### src/rtl/dsk_pkg.sv
// Shared types and constants for the floppy track streamer.
package dsk_pkg;

  typedef enum logic {
    IDLE   = 1'b0,
    STREAM = 1'b1
  } dsk_state_e;

  // Word bases of the disk image regions; the address controller adds these.
  localparam logic [21:0] DSK_INT_BASE = 22'h100000;
  localparam logic [21:0] DSK_EXT_BASE = 22'h200000;

  // RAM words carry the even (earlier on the track) byte in the high half.
  localparam bit DSK_HIGH_BYTE_FIRST = 1'b1;

  function automatic logic [7:0] dsk_first_byte(input logic [15:0] word);
    return DSK_HIGH_BYTE_FIRST ? word[15:8] : word[7:0];
  endfunction

  function automatic logic [7:0] dsk_second_byte(input logic [15:0] word);
    return DSK_HIGH_BYTE_FIRST ? word[7:0] : word[15:8];
  endfunction

endpackage

### src/rtl/dsk_byte_fifo.sv
// Byte FIFO: writes two bytes per push, reads one byte per pop.
module dsk_byte_fifo #(
  parameter int DEPTH = 8
) (
  input  logic                    clk,
  input  logic                    reset,
  input  logic                    flush_i,
  input  logic                    push_i,
  input  logic [7:0]              push_first_i,
  input  logic [7:0]              push_second_i,
  input  logic                    pop_i,
  output logic [7:0]              head_o,
  output logic [$clog2(DEPTH):0]  count_o,
  output logic [$clog2(DEPTH):0]  free_o
);

  localparam int AW = $clog2(DEPTH);
  localparam int CW = AW + 1;

  logic [7:0]    mem_q [DEPTH];
  logic [AW-1:0] wr_ptr_q, wr_ptr_d;
  logic [AW-1:0] rd_ptr_q, rd_ptr_d;
  logic [CW-1:0] count_q, count_d;
  logic          pop_ok;

  assign pop_ok  = pop_i && (count_q != '0);
  assign count_o = count_q;
  assign free_o  = CW'(DEPTH) - count_q;
  // Head is forced to zero while empty so stale storage never shows.
  assign head_o  = (count_q != '0) ? mem_q[rd_ptr_q] : 8'h00;

  // Pointer and occupancy next-state; flush discards everything.
  always_comb begin
    wr_ptr_d = wr_ptr_q;
    rd_ptr_d = rd_ptr_q;
    count_d  = count_q;
    if (flush_i) begin
      wr_ptr_d = '0;
      rd_ptr_d = '0;
      count_d  = '0;
    end else begin
      if (push_i) wr_ptr_d = wr_ptr_q + AW'(2);
      if (pop_ok) rd_ptr_d = rd_ptr_q + AW'(1);
      count_d = count_q + (push_i ? CW'(2) : CW'(0)) - (pop_ok ? CW'(1) : CW'(0));
    end
  end

  // Pointer/occupancy registers, cleared immediately by reset.
  always_ff @(posedge clk or posedge reset) begin
    if (reset) begin
      wr_ptr_q <= '0;
      rd_ptr_q <= '0;
      count_q  <= '0;
    end else begin
      wr_ptr_q <= wr_ptr_d;
      rd_ptr_q <= rd_ptr_d;
      count_q  <= count_d;
    end
  end

  // Storage writes both bytes of a word in the same clock.
  always_ff @(posedge clk) begin
    if (push_i && !flush_i) begin
      mem_q[wr_ptr_q]          <= push_first_i;
      mem_q[wr_ptr_q + AW'(1)] <= push_second_i;
    end
  end

endmodule

### src/rtl/dsk_track_streamer.sv
// Streams a disk track from RAM through a byte FIFO, wrapping around the track.
module dsk_track_streamer
  import dsk_pkg::*;
#(
  parameter int FIFO_DEPTH = 8,
  parameter int ADDR_W     = 22
) (
  input  logic              clk,
  input  logic              reset,
  input  logic              memoryLatch,
  input  logic              dskReadAck,
  input  logic [15:0]       memDataIn,
  output logic [ADDR_W-1:0] dskReadAddr,
  input  logic [ADDR_W-1:0] trackBase,
  input  logic [ADDR_W-1:0] trackWords,
  input  logic              start,
  input  logic              stop,
  output logic [7:0]        byteOut,
  output logic              byteValid,
  input  logic              byteRd,
  output logic              busy,
  output logic              indexPulse,
  output logic              underrun,
  output logic              lenError
);

  localparam int CW = $clog2(FIFO_DEPTH) + 1;

  dsk_state_e        state_q, state_d;
  logic [ADDR_W-1:0] base_q, base_d;
  logic [ADDR_W-1:0] len_q, len_d;
  logic [ADDR_W-1:0] offset_q, offset_d;
  logic [ADDR_W-1:0] addr_q, addr_d;
  logic              index_q, index_d;
  logic              underrun_q, underrun_d;
  logic              lenerr_q, lenerr_d;

  logic              flush;
  logic              capture;
  logic [CW-1:0]     fifo_count;
  logic [CW-1:0]     fifo_free;

  assign byteValid   = (fifo_count != '0);
  assign busy        = (state_q == STREAM);
  assign dskReadAddr = addr_q;
  assign indexPulse  = index_q;
  assign underrun    = underrun_q;
  assign lenError    = lenerr_q;

  // Control: stop beats start, start beats capture/pop; a slot is only
  // taken when a whole word fits, otherwise the address holds for a retry.
  always_comb begin
    state_d    = state_q;
    base_d     = base_q;
    len_d      = len_q;
    offset_d   = offset_q;
    addr_d     = addr_q;
    index_d    = 1'b0;
    underrun_d = underrun_q;
    lenerr_d   = lenerr_q;
    flush      = 1'b0;
    capture    = 1'b0;
    if (stop) begin
      flush   = 1'b1;
      state_d = IDLE;
    end else if (start) begin
      flush = 1'b1;
      if (trackWords != '0) begin
        state_d    = STREAM;
        base_d     = trackBase;
        len_d      = trackWords;
        offset_d   = '0;
        addr_d     = trackBase;
        underrun_d = 1'b0;
        lenerr_d   = 1'b0;
      end else begin
        state_d  = IDLE;
        lenerr_d = 1'b1;
      end
    end else begin
      if (state_q == STREAM && dskReadAck && memoryLatch && fifo_free >= CW'(2)) begin
        capture = 1'b1;
        if (offset_q == len_q - ADDR_W'(1)) begin
          offset_d = '0;
          addr_d   = base_q;
          index_d  = 1'b1;
        end else begin
          offset_d = offset_q + ADDR_W'(1);
          addr_d   = base_q + offset_q + ADDR_W'(1);
        end
      end
      if (byteRd && !byteValid) underrun_d = 1'b1;
    end
  end

  // Control registers, cleared immediately by reset.
  always_ff @(posedge clk or posedge reset) begin
    if (reset) begin
      state_q    <= IDLE;
      base_q     <= '0;
      len_q      <= '0;
      offset_q   <= '0;
      addr_q     <= '0;
      index_q    <= 1'b0;
      underrun_q <= 1'b0;
      lenerr_q   <= 1'b0;
    end else begin
      state_q    <= state_d;
      base_q     <= base_d;
      len_q      <= len_d;
      offset_q   <= offset_d;
      addr_q     <= addr_d;
      index_q    <= index_d;
      underrun_q <= underrun_d;
      lenerr_q   <= lenerr_d;
    end
  end

  dsk_byte_fifo #(
    .DEPTH(FIFO_DEPTH)
  ) u_fifo (
    .clk          (clk),
    .reset        (reset),
    .flush_i      (flush),
    .push_i       (capture),
    .push_first_i (dsk_first_byte(memDataIn)),
    .push_second_i(dsk_second_byte(memDataIn)),
    .pop_i        (byteRd && !flush),
    .head_o       (byteOut),
    .count_o      (fifo_count),
    .free_o       (fifo_free)
  );

endmodule

### config.mk
export PLATFORM = sky130hd
export DESIGN_NAME = dsk_track_streamer
export DESIGN_NICKNAME = d
export VERILOG_FILES = /design/src/rtl/dsk_pkg.sv /design/src/rtl/dsk_byte_fifo.sv /design/src/rtl/dsk_track_streamer.sv
export SDC_FILE = /design/constraint.sdc
export NUM_CORES = 1
export LEC_CHECK = 0
export BUFFER_PORTS_ARGS = -buffer_cell sky130_fd_sc_hd__clkbuf_2
export CORE_ASPECT_RATIO = 0.5
export CORE_MARGIN = 3
export CORE_UTILIZATION = 40
export DETAILED_ROUTE_END_ITERATION = 10
export GPL_ROUTABILITY_DRIVEN = 1
export MAX_ROUTING_LAYER = met4
export PLACE_DENSITY = 0.62
export SLEW_MARGIN = 15
export SYNTH_ARGS = -nofsm -noshare
export SYNTH_HDL_FRONTEND = slang
export SYNTH_SLANG_ARGS = --single-unit
### constraint.sdc
create_clock -name clk -period 4.2 [get_ports clk]
set_input_delay 0.21 -clock clk [delete_from_list [all_inputs] [get_ports clk]]
set_output_delay 0.21 -clock clk [all_outputs]
set_load 0.005 [all_outputs]
==> flow_metrics.tcl <==
set metrics [dict create \
    gp_congestion 0.880 \
    grt-ovfl-total 0 \
    vias_per_cell 5.58 \
    cts_resized 0 \
    cts_sinks 165 \
    multi_input_area_mm2 0.00486 \
    synth.avg_cell_area_um2 9.91 \
    dieArea_mm2 0.0262 \
    route.detailed.drc 0 \
    cp_slowest_cell "or4_4" \
    dr_total_vias 7856 \
    rows 39 \
    arrival_ps 4050 \
    worst_slew_pin_slew_ps 984 \
    die_y_um 116 \
    maxCapViolCount 0 \
    cp-start-kind "register" \
    power_leakage_nw 4.91 \
    fin_area_mm2 0.0114 \
    async_flop_share_pct 61.2 \
    core_area_mm2 0.0233 \
    synth_area_leaders "dfrtp_1 (26%), edfxtp_1 (20%), nand2_1 (6.7%), ha_1 (4.4%), mux2_2 (4.0%)" \
    ys_ff_latch 165 \
    area.sequential_mm2 0.00445 \
    post_dp_cell_area_mm2 0.0104 \
    ys_seq_area_share_pct 46.0 \
    drt-wirelength-per-cell_um 18.5 \
    rsz0062_at_grt "no" \
    cts_max_path_buffers 2 \
    finalSetupViolations 0 \
    n_antenna_cell 0 \
    max_freq_ghz 0.267 \
    max_stage_delay_ps 550 \
    drt_iter0_drc 657 \
    wl_um 26000 \
    io_buffers 101 \
    end_kind "register" \
    area_delta_synth_final_pct 18.2 \
    die_x_um 226 \
    rr_startpoint "len_q[0]$_DFFE_PP0P_" \
    power.density_mw_per_mm2 361 \
    min_path_cells 3 \
    min_from "trackWords[4]" \
    slew_headroom_pct 34.3 \
    yosysTopAreaCellShare_pct 26.1 \
    grt_usage_pct 21.4 \
    drive_gt1_share_pct 19.1 \
    finalMaxSlewViolations 0 \
    ir_worst_vdd_mv 0.247 \
    critPathTopFamily "simple AND/OR/NAND/NOR gates" \
    ant_nets 0 \
    cts_hold_buf 40 \
    place_inst 1337 \
    antenna_found_initial 0 \
    dp_hpwl_um 18000 \
    syn-num-nets 1079 \
    fin_crit_ps 3740 \
    hp-class "primary input to register" \
    clk_latency_ps 450 \
    synth_flop_cell "dfrtp_1" \
    ios 102 \
    finalSetupTns_ps 0 \
    r2r.worst_path.cells 11 \
    r2r_slack_ps 460 \
    cts_tree "built" \
    final_nets 1192 \
    post_cts_buffers 0 \
    power.total_mw 4.12 \
    synthTopCellsByCount "nand2_1 (173), dfrtp_1 (101), nor2_1 (71), edfxtp_1 (64), clkbuf_1 (49)" \
    worstPathCellList "inv_1 -> ha_1 -> nor4b_4 -> a31oi_1 -> a221oi_1 -> nor3_1 -> or4_4 -> nor4_4 -> nand2_1 -> nand2b_1 -> o21ai_0" \
    cts_inserted_buffers 17 \
    holdPathEnd "len_q[4]$_DFFE_PP0P_" \
    required_ps 4510 \
    crit_fanout 9 \
    grt_start_max_net_pins 67 \
    r2r_end "offset_q[3]$_DFFE_PP0P_" \
    synth_edf_count 64 \
    htree_num_levels 4 \
    fillers 2105 \
    grt_pass1_vias 7716 \
    syn_area_mm2 0.00967 \
    yosysMostFrequentCell "nand2_1" \
    status "complete, no violations" \
    crit_buf_inv 1 \
    synth_top_area_cell "dfrtp_1" \
    ctsRootBufferMaster "clkbuf_16" \
    final_cells 1409 \
    final.period_utilization_pct 89.1 \
    fin_worst_skew_ps 11.3 \
    syn-instance-count 976 \
    drtPass1Iterations 5 \
    start_util_pct 41.6 \
    critical_path_class "register to register" \
    yosys_warnings 0 \
    report.final.hold_viol_count 0 \
    clk_pin_slew_ps 70 \
    grt_first_pass_wirelength_um 41500 \
    synth_cell_type_count 69 \
]
-- sequential cells by signal (all words and copies together), names as in the netlist, 2 cells and up --
name,cells
base_q,22
dskReadAddr,22
len_q,22
offset_q,22
u_fifo.count_o,4
u_fifo.mem_q,64
u_fifo.rd_ptr_q,3
u_fifo.wr_ptr_q,2
-- logic make-up after synthesis --
logic type / share of synthesized area (%)
simple gates: 19.4
fa+ha+maj: 4.81
xor+xnor: 4.35
compound gates: 11.2
buf+inv: 3.87
flops: 46.0
mux: 10.4
-- worst max-delay path by stage --
stage,start,cells after the start,end,slack [ps]
2_1_floorplan,len_q[0]$_DFFE_PP0P_,12,offset_q[21]$_DFFE_PP0P_,1040
3_3_place_gp,len_q[0]$_DFFE_PP0P_,11,offset_q[20]$_DFFE_PP0P_,620
3_5_place_dp,len_q[0]$_DFFE_PP0P_,11,offset_q[20]$_DFFE_PP0P_,550
4_1_cts,len_q[0]$_DFFE_PP0P_,11,offset_q[20]$_DFFE_PP0P_,530
5_1_grt,len_q[0]$_DFFE_PP0P_,11,offset_q[17]$_DFFE_PP0P_,180
6_report,len_q[0]$_DFFE_PP0P_,11,offset_q[3]$_DFFE_PP0P_,460
-- cells in the final DEF (no fill, tap or decap), drive strengths merged, types with 5 or more instances in the layout --
master	instances
o22ai	5
mux4	16
nand4	6
or2	5
nor4	16
a211oi	6
dlygate4sd3	40
xnor2	23
nand3b	10
nand2b	10
and3	7
a31oi	13
o41ai	5
a21oi	37
or4	6
buf	11
dfrtp	101
mux2	34
nand3	26
o21ai	41
o31ai	8
nor3	21
xor2	25
or3	8
nand2	173
edfxtp	64
nor2	72
ha	34
inv	43
and2	5
mux2i	26
a21o	5
nor2b	12
clkbuf	119
o211ai	7
-- worst min-delay path: cells and delay by family --
kind / cells / cell delay (ps)
AND/OR/NAND/NOR: 2 / 100
buffers and inverters: 1 / 110
-- report_power, final --
group / internal, mW / total [mW] / switching [mW]
combinational: 0.281 / 0.629 / 0.348
clock: 0.896 / 1.62 / 0.725
sequential: 1.77 / 1.87 / 0.106
total: 2.95 / 4.12 / 1.18
-- through the flow --
stage	setup WS (ps)	utilization, %	hold slack [ps]
after floorplan	1040	-	315
after global placement	620	44.8	422
after detailed placement	547	44.8	425
after CTS	529	49.1	6.15
after global routing	179	49.1	28.0
final	458	49.1	25.3
-- per-layer routing --
metal / vias up / track usage, % / wire, um
met5: - / - / 0
met4: 0 / 6.97 / 529
met3: 42 / 4.99 / 1300
met2: 213 / 34.8 / 12400
met1: 3853 / 26.6 / 11800
li1: 3748 / - / -
-- final cells by class --
cell class | instances | share of cell area (%)
multi-input combinational | 717 | 42.5
sequential | 165 | 38.9
tap | 307 | 3.36
clock buffer | 18 | 3.75
inverter | 36 | 1.20
clock inverter | 14 | 1.47
timing repair buffer | 152 | 8.76
Power figures use the tool's default switching activity.
